`src/rtl/mux_scan_nto1.sv`:
```
// ============================================================================
// Module   : mux_scan_nto1
// Brief    : Registered N-to-1 mux with manual select and timed channel scan.
// Revision : 1.0
// ============================================================================
`default_nettype none

module mux_scan_nto1 #(
  parameter  int WIDTH    = 1,
  parameter  int CHANNELS = 4,
  parameter  int DWELL    = 4,
  localparam int SW       = $clog2(CHANNELS)
) (
  input  logic                      clk,
  input  logic                      rst,
  input  logic [CHANNELS*WIDTH-1:0] w,
  input  logic [SW-1:0]             sel,
  input  logic                      mode,
  input  logic                      en,
  output logic [WIDTH-1:0]          f,
  output logic [SW-1:0]             ch,
  output logic                      valid,
  output logic                      wrap
);

  localparam int              c_DW    = (DWELL > 1) ? $clog2(DWELL) : 1;
  localparam logic [c_DW-1:0] c_DLAST = c_DW'(DWELL - 1);
  localparam logic [SW-1:0]   c_PLAST = SW'(CHANNELS - 1);
  localparam logic [SW:0]     c_NCH   = (SW + 1)'(CHANNELS);

  typedef enum logic [1:0] {
    S_IDLE   = 2'd0,
    S_MANUAL = 2'd1,
    S_SCAN   = 2'd2
  } state_t;

  state_t            state_q, state_d;
  logic [SW-1:0]     p_q, p_d;
  logic [c_DW-1:0]   dwell_q, dwell_d;
  logic [WIDTH-1:0]  f_q, f_d;
  logic [SW-1:0]     ch_q, ch_d;
  logic              valid_q, valid_d;
  logic              wrap_q, wrap_d;

  logic              w_in_scan;
  logic              w_sel_ok;
  logic [SW-1:0]     w_p_eff;
  logic [c_DW-1:0]   w_d_eff;
  logic [WIDTH-1:0]  w_sel_data;
  logic [WIDTH-1:0]  w_scan_data;

  // Scan position only survives while already scanning; any entry restarts at 0.
  assign w_in_scan = (state_q == S_SCAN);
  assign w_p_eff   = w_in_scan ? p_q : '0;
  assign w_d_eff   = w_in_scan ? dwell_q : '0;
  assign w_sel_ok  = ({1'b0, sel} < c_NCH);

  always_comb begin
    w_sel_data  = '0;
    w_scan_data = '0;
    for (int i = 0; i < CHANNELS; i++) begin
      if (int'(sel) == i)     w_sel_data  = w[i*WIDTH +: WIDTH];
      if (int'(w_p_eff) == i) w_scan_data = w[i*WIDTH +: WIDTH];
    end
  end

  always_comb begin
    state_d = state_q;
    p_d     = p_q;
    dwell_d = dwell_q;
    f_d     = f_q;
    ch_d    = ch_q;
    valid_d = valid_q;
    wrap_d  = 1'b0;
    if (en) begin
      if (!mode) begin
        state_d = S_MANUAL;
        p_d     = '0;
        dwell_d = '0;
        if (w_sel_ok) begin
          f_d     = w_sel_data;
          ch_d    = sel;
          valid_d = 1'b1;
        end else begin
          f_d     = '0;
          valid_d = 1'b0;
        end
      end else begin
        state_d = S_SCAN;
        f_d     = w_scan_data;
        ch_d    = w_p_eff;
        valid_d = 1'b1;
        // Pointer at 0 with a fresh dwell while already scanning means we just wrapped.
        wrap_d  = w_in_scan && (p_q == '0) && (dwell_q == '0);
        if (w_d_eff == c_DLAST) begin
          dwell_d = '0;
          p_d     = (w_p_eff == c_PLAST) ? '0 : w_p_eff + 1'b1;
        end else begin
          dwell_d = w_d_eff + 1'b1;
          p_d     = w_p_eff;
        end
      end
    end
  end

  always_ff @(posedge clk or posedge rst) begin
    if (rst) begin
      state_q <= S_IDLE;
      p_q     <= '0;
      dwell_q <= '0;
      f_q     <= '0;
      ch_q    <= '0;
      valid_q <= 1'b0;
      wrap_q  <= 1'b0;
    end else begin
      state_q <= state_d;
      p_q     <= p_d;
      dwell_q <= dwell_d;
      f_q     <= f_d;
      ch_q    <= ch_d;
      valid_q <= valid_d;
      wrap_q  <= wrap_d;
    end
  end

  assign f     = f_q;
  assign ch    = ch_q;
  assign valid = valid_q;
  assign wrap  = wrap_q;

endmodule

`default_nettype wire

```
`config.mk`:
```
export PLATFORM = sky130hd
export DESIGN_NAME = mux_scan_nto1
export DESIGN_NICKNAME = d
export VERILOG_FILES = /design/src/rtl/mux_scan_nto1.sv
export SDC_FILE = /design/constraint.sdc
export NUM_CORES = 1
export LEC_CHECK = 0
export ABC_AREA = 1
export ABC_CLOCK_PERIOD_IN_PS = 3800
export BUFFER_PORTS_ARGS = -buffer_cell sky130_fd_sc_hd__buf_2
export CORE_UTILIZATION = 45
export DETAILED_ROUTE_END_ITERATION = 10
export GPL_ROUTABILITY_DRIVEN = 0
export PLACE_DENSITY = 0.75
export SETUP_SLACK_MARGIN = 0.15
export SYNTH_ARGS = -nofsm -noshare
export SYNTH_HDL_FRONTEND = slang
export SYNTH_SLANG_ARGS = --single-unit
```
`constraint.sdc`:
```
create_clock -name clk -period 3.8 [get_ports clk]
set_clock_uncertainty 0.1 [all_clocks]
set_input_delay 0.76 -clock clk [delete_from_list [all_inputs] [get_ports clk]]
set_output_delay 0.76 -clock clk [all_outputs]
set_load 0.03 [all_outputs]
```
; Word level (Yosys, flattened, before mapping)
; Cells that the tools add are included.
[totals]
memories = 0
output_inout_bits = 5
romBits = 0
latchBits = 0
mem_bits_rw = 0
reg_bits = 11
[classes]
n_addsub = 2
n_shift = 0
bitwise = 0
eq_ne = 9
reduce_logical = 6
muxes = 20
mul = 0
n_div = 0
n_lt_le_gt_ge = 0
[ops]
columns = cell, count
row1 = 2-to-1 mux 2 bit, 9
row2 = "== test 2 bit, second input constant", 7
row3 = 2-to-1 mux 1 bit, 11
row4 = logical NOT 2 bit, 4
row5 = "adder 2 x 1 -> 2 bit, second input constant", 2
row6 = "== test 2 x 1 -> 1 bit, second input constant", 2
row7 = logical AND 1 bit, 2

; Depth between registers and ports, before layout
; Gate-level depths: netlist of the first run.
[depth]
ltp_word = 8
ltp_mapped = 13
ltp_nobuf = 13

; Worst setup path after synthesis of the first run
; No wires, ideal clock.
[synth_timing]
path_type = reg-to-reg
start = reg state_q[0]
end = reg f_q, in the netlist f
path_stages_with_launch = 14
path_buffers = 0
synth_period_minus_slack_ps = 1416
t_arrival_ps = 1199
path_slack_ps = 2384
cell_sequence = dfrtp_1 -> inv_2 -> nand2_2 -> nor2_4 -> inv_2 -> ha_1 -> inv_1 -> nand2_1 -> nand3_1 -> nand2_1 -> nand2_1 -> nand2_1 -> nand2_1 -> nand2_1
[synth_between]
elab_chain_cells = 8
word_cells_on_any_way = 11
[synth_lines]
columns = item, line_no
row1 = from (decl), 37  ; state_t state_q, state_d;
row2 = from (signal assigned), 116  ; state_q <= state_d;
row3 = == test 2 bit *, 53  ; assign w_in_scan = (state_q == S_SCAN);
row4 = 2-to-1 mux 2 bit *, 54  ; assign w_p_eff = w_in_scan ? p_q : '0;
row5 = logical NOT 2 bit, 63  ; if (int'(w_p_eff) == i) w_scan_data = w[i*WIDTH +: WIDTH];
row6 = 2-to-1 mux 1 bit (3 in a row), 63
row7 = 2-to-1 mux 1 bit *, 63
row8 = 2-to-1 mux 1 bit *, 76  ; if (!mode) begin
row9 = to (signal assigned), 111  ; f_q <= '0;
row10 = to (signal assigned), 119  ; f_q <= f_d;
row11 = to (decl), 40  ; logic [WIDTH-1:0] f_q, f_d;
; Mark *: on every way between the ends. The rest lies on a longest branch, timed or not.
; A chain may end at the register's enable or synchronous reset.

; Final worst setup path of the first run
[layout_timing]
start = reg f_q, in the netlist f
end = out f
[layout_lines]
columns = item, line_no
row1 = to (decl), 20  ; output logic [WIDTH-1:0] f,
; No word-level cell between the ends.

==> summary.txt, run 1 <==
Place
  • Post-DP HPWL: 944 um
  • Cell Area, Placed: 736 um^2
  • IO Port Bufs: 14
  • Post-Place Worst Slack: approximately 2200 ps

Worst setup path
  • Critical path, cell by cell: buf_2
  • Crit Path Category: reg2out
  • Worst-path maximum fanout: 2
  • Crit path buf inv count: 1
  • Crit path arrival time: 820 ps
  • CP max stage delay: 380 ps
  • Top delay family on crit path: flip-flops
  • Slowest-stage cell, CP: dfrtp_1
  • CP endpoint kind: output pin
  • Required time of the critical path: between 2000 and 3000 ps
  • Startpoint types: flop

Clock tree
  • Worst-Skew Late Latency: 260 ps
  • Clk buf depth: 2
  • CTS Buf Count: 3
  • Clock-pin slew on the worst setup and hold paths: 60 ps
  • H-tree depth: 1
  • CTS Root Cell: clkbuf_4
  • # hold bufs at CTS: 0
  • Cts repair resizes: 0
  • # clock sinks: 11
  • CTS tree: built
  • Post-CTS setup buffer count: 0

Yosys
  • Synth unique cells: 21
  • Share of the synthesized area in the top cell type: 42.1%
  • Top post-synthesis cells by area: dfrtp_1 42%, nand2_1 10%, ha_1 9.6%, a21oi_1 6.1%, inv_1 5.7%
  • Yosys warning count: 0
  • Post-Synthesis Cells: 82
  • Mux share of post-synthesis cell area: 0%
  • Yosys top cell by area: dfrtp_1
  • Flops & latches, synth: 11
  • Syn nets: between 90 and 100
  • Sequential share of the synthesized area: 42.1%
  • Mean post-synth cell area: 7.98 um^2
  • Post-synthesis xor/xnor area fraction: 0%
  • Simple-gate share of the synthesized area: 24.9%
  • Cell Area, Synth: 654 um^2
  • Post-Synth Adder-Cell Area: a little under a tenth
  • Largest family of logic cells by synthesized area: simple AND/OR/NAND/NOR gates
  • Synth Area in Compound Gates: 12.6%

Outcome
  • Status: complete, no violations

Global route
  • GRT Residual Overflow: 0
  • Largest net degree at the start of global routing: 12
  • Initial antenna violation count: 0
  • First-pass GRT wire length: around 1600 um
  • Tot GR Track Use: 15.4%
  • Number of global-route vias before repair: between 400 and 500

Routing
  • Initial DRT Pass Iterations: 2
  • DR WL/cell: 9.92 um
  • Post-DRT Antenna Nets: 0
  • Via count: 550
  • DRC viols: 0
  • Iteration-0 DRC count of the detailed router: 9
  • Drt total wl: 1130 um
  • Vias per cell: 4.82

Floorplanning
  • Die Ht: about 40 um
  • IO Pins: 15
  • Rows: 13
  • Die area: roughly 0.0016 mm^2
  • Die width: approximately 40 um
  • Initial core utilization: 49.1%
  • Core ar.: 0.00133 mm^2

Finish
  • Area growth syn-to-layout: 16.4%
  • # fillers: about 130
  • Most common cell after layout, fill and taps aside: nand2_1
  • Proportion of layout cells with a drive suffix above 1: 30.3%
  • Commonest non-fill, non-tap cells in the layout: 18 x nand2_1, 14 x buf_2, 11 x dfrtp_1, 10 x inv_1, 8 x a21oi_1
  • Core Util, Final: between 50% and 60%
  • Layout Nets: 115
  • Post-route cell area: 762 um^2
  • # diodes: 0

Timing
  • Min Tclk post-route: between 1500 and 2000 ps
  • Final setup vio count: 0
  • Tcrit/Tclk final: 44.2%
  • Setup TNS: 0 ps
  • FMAX: 596 MHz
  • Slew at the pin closest to its max-slew limit: ~400 ps
  • Fin. max-slew vios: 0
  • Final worst slack: 2120 ps
  • Rel. slew slack: 72.8%
  • Final Hold Fails: 0
  • RSZ-0062 raised after global routing: false

Power and ir drop
  • Share of power burned in registers: between 50 and 60%
  • Internal power: 178 uW
  • Sw Share: 27.3%
  • Clock power frac: around 31%
  • Switch Pwr: 66.9 uW
  • PwrDens: about 320 mW/mm^2
  • Pleak: 0.399 nW
  • Pwr Total: 245 uW
  • Worst vdd ir: 0.266 mV
  • Combinational share of power: 16.9%

Worst hold path
  • Hold Path Class: reg2reg

Run
  • Maxcap violations: 0
## kinds of logic (layout without fill, tap and decap cells)
group	after synthesis	after routing
buf+inv	18	35
compound gates	14	14
flops	11	11
simple gates	34	34
fa+ha+maj	5	5
## cells in the mapped netlist
cell and n:
a21oi_1 8, buf_4 1, clkinv_1 1, dfrtp_1 11, ha_1 5, inv_1 10, inv_2 6, nand2_1 18
nand2_2 3, nand3_1 3, nand3_2 1, nand3b_1 1, nand4_1 1, nor2_1 4, nor2_4 1, nor3_1 1
o211ai_2 1, o21ai_1 3, o21ai_2 1, o22ai_1 1, or2_1 1
## worst paths after layout
path / cells past startpoint / to / slack (ps) / start
setup / recovery: 1 / f / 2120 / f
hold / removal: 1 / valid / 360 / valid
setup reg to reg: 13 / f / 2270 / state_q[0]
hold reg to reg: 1 / valid / 360 / valid
max in group asynchronous: 2 / p_q[0] / 2940 / rst
min in group asynchronous: 2 / ch[0] / 370 / rst
## area by class of cell
cell class | instances | area [um^2] | share of cell area [%]
Multi-Input combinational cell | 53 | 308 | 40.4
Sequential cell | 11 | 275 | 36.1
Timing Repair Buffer | 14 | 70.1 | 9.20
Inverter | 17 | 63.8 | 8.37
Clock buffer | 4 | 26.3 | 3.45
Tap cell | 15 | 18.8 | 2.46
## state kept, by name, summed over array words and instances (netlist names)
name     flops
ch           2
dwell_q      2
p_q          2
state_q      2
f            1
valid        1
wrap         1
## power groups by stage
stage | Sequential [mW] | Combinational (mW) | Clock [mW]
finish | 0.127 | 0.0415 | 0.0759
global route | 0.128 | 0.0463 | 0.0822
CTS | 0.127 | 0.0420 | 0.0789
detailed placement | 0.129 | 0.0418 | 0
global placement | 0.129 | 0.0410 | 0
floorplan | 0.136 | 0.0208 | 0
## stage by stage
step	hold WS (ps)	cells
CTS	369	114
detailed placement	347	110
global placement	343	110
global route	385	114
finish	365	114
floorplan	385	82
## metal layers
layer  track usage, %  part of all wire [%]
met1             19.8                    48
met2             24.2                    46
met3             1.67                   3.4
met4             10.3                   2.2
met5                0                     0
No activity file was read; power rests on OpenSTA's default activity.
==> inputs of run 2 (changes only) <==
- ABC_CLOCK_PERIOD_IN_PS: 3800 -> 1600
- clock period: 3.8 -> 1.6 ns (I/O delays scaled with it)
==> summary.txt, run 2 (synthesized netlist as in run 1, its figures left out) <==
Outcome
  • Status: complete, no violations

Place
  • IO Port Bufs: 14 (unchanged)
  • Post-DP HPWL: 942 um (-0.22%)
  • Cell Area, Placed: 736 um^2 (unchanged)
  • Placed cells: 110 (unchanged)
  • Post-Place Worst Slack: 70.9 ps (-2180 ps)

Global route
  • Largest net degree at the start of global routing: 12 (unchanged)
  • First-pass GRT wire length: 1710 um (+6.9%)
  • Initial antenna violation count: 0 (unchanged)
  • GRT Residual Overflow: 0 (unchanged)
  • Number of global-route vias before repair: 446 (+4.7%)
  • Tot GR Track Use: 17.2% (+1.8 points)

Routing
  • Initial DRT Pass Iterations: 4 (+2)
  • DR WL/cell: 10.7 um (+7.7%)
  • Via count: 583 (+6.0%)
  • Post-DRT Antenna Nets: 0 (unchanged)
  • Vias per cell: 4.86 (+0.70%)
  • Drt total wl: 1280 um (+13%)
  • Iteration-0 DRC count of the detailed router: 11 (+2)
  • DRC viols: 0 (unchanged)

Floorplanning
  • Rows: 13 (unchanged)
  • Core ar.: 0.00133 mm^2 (unchanged)
  • Initial core utilization: 49.1% (unchanged)
  • Die area: 0.00161 mm^2 (unchanged)
  • Die Ht: 40.1 um (unchanged)
  • Die width: 40.1 um (unchanged)
  • IO Pins: 15 (unchanged)

Worst setup path
  • Worst-path maximum fanout: 3 (+1)
  • Required time of the critical path: 1660 ps (-1280 ps)
  • Crit Path Category: reg2reg
  • CP endpoint kind: flop
  • Startpoint types: flop
  • Crit path arrival time: 1560 ps (+740 ps)

Timing
  • Setup TNS: 0 ps (unchanged)
  • RSZ-0062 raised after global routing: true
  • Final Hold Fails: 0 (unchanged)
  • Final worst slack: 99.5 ps (-2020 ps)
  • Rel. slew slack: 73.7% (+0.84 points)
  • FMAX: 666 MHz
  • Slew at the pin closest to its max-slew limit: 394 ps (-12.5 ps)
  • Final setup vio count: 0 (unchanged)
  • Worst hold margin: 235 ps (-129 ps)
  • Min Tclk post-route: 1500 ps
  • Tcrit/Tclk final: 93.8%
  • Fin. max-slew vios: 0 (unchanged)

Clock tree
  • CTS Root Cell: clkbuf_4
  • Clock-pin slew on the worst setup and hold paths: 70 ps (about the same)
  • Clk buf depth: 2 (unchanged)
  • H-tree depth: 1 (unchanged)
  • CTS Buf Count: 3 (unchanged)
  • # clock sinks: 11 (unchanged)
  • Worst-Skew Late Latency: 270 ps (about the same)
  • CTS tree: built

Finish
  • Area growth syn-to-layout: 29.4%
  • Most common cell after layout, fill and taps aside: nand2_1
  • Layout Nets: 121 (+5.2%)
  • Commonest non-fill, non-tap cells in the layout: 18 x nand2_1, 14 x buf_2, 11 x dfrtp_1, 9 x inv_1
  • Core Util, Final: 63.5% (+6.4 points)
  • # diodes: 0 (unchanged)
  • Proportion of layout cells with a drive suffix above 1: 41.0% (+11 points)
  • Post-route insts no fill: 120 (+5.3%)
  • Post-route cell area: 847 um^2 (+11%)

Worst hold path
  • Hold Path Class: in2reg

Power and ir drop
  • Internal power: 425 uW (+140%)
  • Worst vdd ir: 0.504 mV (+90%)
  • Switch Pwr: 173 uW (+160%)
  • Sw Share: 28.9% (+1.6 points)
  • Share of power burned in registers: 50.7% (-1.3 points)
  • Clock power frac: 30.9% (about the same)
  • PwrDens: 705 mW/mm^2 (+120%)
  • Combinational share of power: 18.4% (+1.5 points)
  • Pleak: 0.437 nW (+9.5%)
  • Pwr Total: 598 uW (+140%)

Run
  • Maxcap violations: 0 (unchanged)
==> run 2: changes by cell type in the layout (fill, tap and decap cells not counted), sizes merged <==
cell,previous run,this run
clkbuf,4,3
buf,14,19
inv,16,17
dlygate4sd3,0,1
==> run 2: routing by layer <==
metal	track usage [%]	vias to the layer above	routed length (um)
li1	-	301	-
met1	18.6	258	553
met2	28.2	20	633
met3	3.33	4	58
met4	15.5	0	37
met5	0	-	0
==> run 2: cell type report <==
cell class,count,area [um^2]
Clock buffer,3,22.5
Clock inverter,1,5.00
Fill cell,116,487
Inverter,17,63.8
Multi-Input combinational cell,53,340
Sequential cell,11,275
Tap cell,15,18.8
Timing Repair Buffer,20,121
==> run 2: worst paths after layout <==
| path | startpoint | to | slack, ps | cells after the start |
|---|---|---|---|---|
| min | mode | ch[0] | 240 | 3 |
| min in group asynchronous | rst | state_q[0] | 470 | 3 |
| max in group asynchronous | rst | f | 650 | 3 |
| min reg2reg | valid | valid | 370 | 1 |
| max | state_q[0] | f | 100 | 13 |
| max reg2reg | state_q[0] | f | 100 | 13 |
==> run 2: power groups by stage <==
stage,Clock (mW),Sequential [mW],Combinational [mW]
after floorplan,0,0.324,0.0495
after global placement,0,0.307,0.0967
after detailed placement,0,0.307,0.0995
after CTS,0.191,0.302,0.105
after global routing,0.207,0.304,0.120
final,0.185,0.303,0.110
==> run 2: what timing repair did <==
action | 4_1_cts | 5_1_grt
hold buffers | 1 | 0
endpoints found under the hold margin | 11 | 0
cloned | 0 | 0
buffers inserted | 4 | 1
setup endpoints to repair | 1 | 3
resized for setup | 3 | 8
pin swaps | 1 | 3
==> run 2: worst max-delay path: stages (launching register included) <==
cell	delay [ps]
dfrtp_1	380
inv_2	90
nand2_4	80
nor2_4	110
inv_2	60
ha_2	170
inv_1	50
nand2_1	50
nand3_1	60
nand2_1	60
nand2_1	50
nand2_1	40
nand2_1	50
nand2_1	50
==> inputs of run 3 (changes only) <==
- BUFFER_PORTS_ARGS: -buffer_cell sky130_fd_sc_hd__buf_2 -> -buffer_cell sky130_fd_sc_hd__clkbuf_2
==> summary.txt, run 3 (synthesized netlist as in run 1, its figures left out) <==
Routing
  • DRC viols: 0 (unchanged)
  • DR WL/cell: 10.9 um (+1.9%)
  • Initial DRT Pass Iterations: 4 (unchanged)
  • Iteration-0 DRC count of the detailed router: 13 (+2)
  • Post-DRT Antenna Nets: 0 (unchanged)
  • Drt total wl: 1310 um (+1.9%)
  • Vias per cell: 4.88 (+0.34%)
  • Via count: 585 (+0.34%)

Run
  • Maxcap violations: 0 (unchanged)

Finish
  • Reg area: 275 um^2 (unchanged)
  • Layout Nets: 121 (unchanged)
  • Proportion of layout cells with a drive suffix above 1: 41.9% (+0.95 points)
  • Commonest non-fill, non-tap cells in the layout: 18 x nand2_1, 14 x clkbuf_2, 11 x dfrtp_1, 9 x inv_1
  • # diodes: 0 (unchanged)
  • Area of the multi-input gates: 338 um^2 (-0.74%)
  • # fillers: 115 (-0.86%)
  • Area growth syn-to-layout: 28.7%
  • Most common cell after layout, fill and taps aside: nand2_1

Clock tree
  • CTS Buf Count: 3 (unchanged)
  • Clk buf depth: 2 (unchanged)
  • CTS Root Cell: clkbuf_4
  • CTS tree: built
  • Clock-pin slew on the worst setup and hold paths: 60 ps (about the same)
  • H-tree depth: 1 (unchanged)
  • # clock sinks: 11 (unchanged)
  • Worst-Skew Late Latency: 270 ps (about the same)

Floorplanning
  • Rows: 13 (unchanged)
  • Die Ht: 40.1 um (unchanged)
  • Core ar.: 0.00133 mm^2 (unchanged)
  • IO Pins: 15 (unchanged)
  • Initial core utilization: 49.1% (unchanged)
  • Die width: 40.1 um (unchanged)
  • Die area: 0.00161 mm^2 (unchanged)

Timing
  • Fin. max-slew vios: 0 (unchanged)
  • Worst hold margin: 230 ps (-5.03 ps)
  • Final Hold Fails: 0 (unchanged)
  • RSZ-0062 raised after global routing: true
  • Final worst slack: 105 ps (+5.07 ps)
  • FMAX: 669 MHz (+0.34%)
  • Setup TNS: 0 ps (unchanged)
  • Min Tclk post-route: 1500 ps (-5.07 ps)
  • Slew at the pin closest to its max-slew limit: 409 ps (+14.6 ps)
  • Tcrit/Tclk final: 93.5% (-0.32 points)
  • Rel. slew slack: 72.7% (-0.97 points)
  • Final setup vio count: 0 (unchanged)

Worst hold path
  • Hold Path Class: in2reg
  • Hold Crit Depth: 3 (unchanged)

Global route
  • Number of global-route vias before repair: 450 (+0.90%)
  • First-pass GRT wire length: 1780 um (+4.0%)
  • Largest net degree at the start of global routing: 12 (unchanged)
  • GRT Residual Overflow: 0 (unchanged)
  • Tot GR Track Use: 17.2% (-0.077 points)
  • Initial antenna violation count: 0 (unchanged)

Outcome
  • Status: complete, no violations

Power and ir drop
  • Worst vdd ir: 0.586 mV (+16%)
  • PwrDens: 720 mW/mm^2 (+2.0%)
  • Pleak: 0.435 nW (-0.33%)

Worst setup path
  • Crit path arrival time: 1560 ps (about the same)
  • Crit path buf inv count: 3 (unchanged)
  • Top delay family on crit path: simple AND/OR/NAND/NOR gates
  • Slowest-stage cell, CP: dfrtp_1
  • Crit path top cell by count: nand2_1
  • Levels on crit path: 13 (unchanged)
  • Crit Path Category: reg2reg
  • Startpoint types: flop
  • Required time of the critical path: 1660 ps (about the same)
  • R2R depth: 13 (unchanged)
  • Critical path, cell by cell: inv_2 -> nand2_4 -> nor2_4 -> inv_2 -> ha_2 -> inv_1 -> nand2_1 -> nand3_1 -> nand2_1 -> nand2_1 -> nand2_1 -> nand2_1 -> nand2_1
  • CP endpoint kind: flop
  • Worst-path maximum fanout: 4 (+1)
  • CP max stage delay: 380 ps (about the same)

Place
  • IO Port Bufs: 14 (unchanged)
  • Post-DP HPWL: 934 um (-0.85%)
  • Post-Place Worst Slack: 67.4 ps (-3.49 ps)
==> run 3: per-stage QoR <==
stage               area [um^2]  power [mW]  util [%]  cells
finish                      842       0.606      63.1    120
global route                842       0.636      63.1    120
CTS                         812       0.604      60.9    119
detailed placement          736       0.406      55.2    110
global placement            736       0.403      55.2    110
floorplan                   654       0.374         -     82
==> run 3: power by group <==
| part | switching [mW] | internal [mW] | total (mW) |
|---|---|---|---|
| sequential | 0.00897 | 0.294 | 0.303 |
| combinational | 0.0718 | 0.0411 | 0.113 |
| clock | 0.0933 | 0.0967 | 0.190 |
| total | 0.174 | 0.432 | 0.606 |
==> run 3: cell type report <==
cell class              count  area share [%]
repair buffers             20            14.0
well taps                  15            2.23
flip-flops and latches     11            32.7
multi-input cells          53            40.1
clock buffers               4            3.12
inverters                  17            7.88
==> run 3: per-layer routing <==
metal | up-vias | track usage [%] | wire length [um]
met5 | - | 0 | 0
met4 | 0 | 10.3 | 23
met3 | 2 | 1.67 | 50
met2 | 17 | 29.0 | 636
met1 | 264 | 20.8 | 595
li1 | 302 | - | -
==> run 3: repair_timing <==
item | CTS | global route
hold endpoints to repair | 11 | 0
setup endpoints to repair | 1 | 3
pin swaps | 2 | 3
resized for setup | 3 | 9
hold buffers | 1 | 0
buffers inserted | 4 | 1
==> run 3: final timing paths <==
kind,startpoint,slack (ps),endpoint
hold reg to reg,f,370,f
hold / removal,mode,230,ch[0]
min in group asynchronous,rst,470,p_q[0]
setup / recovery,state_q[0],100,f
setup reg to reg,state_q[0],100,f
max in group asynchronous,rst,650,valid
==> run 3: tightest hold or removal path: stages <==
cell and delay, ps:
clkbuf_2 120, nand2_1 70, a21oi_1 50
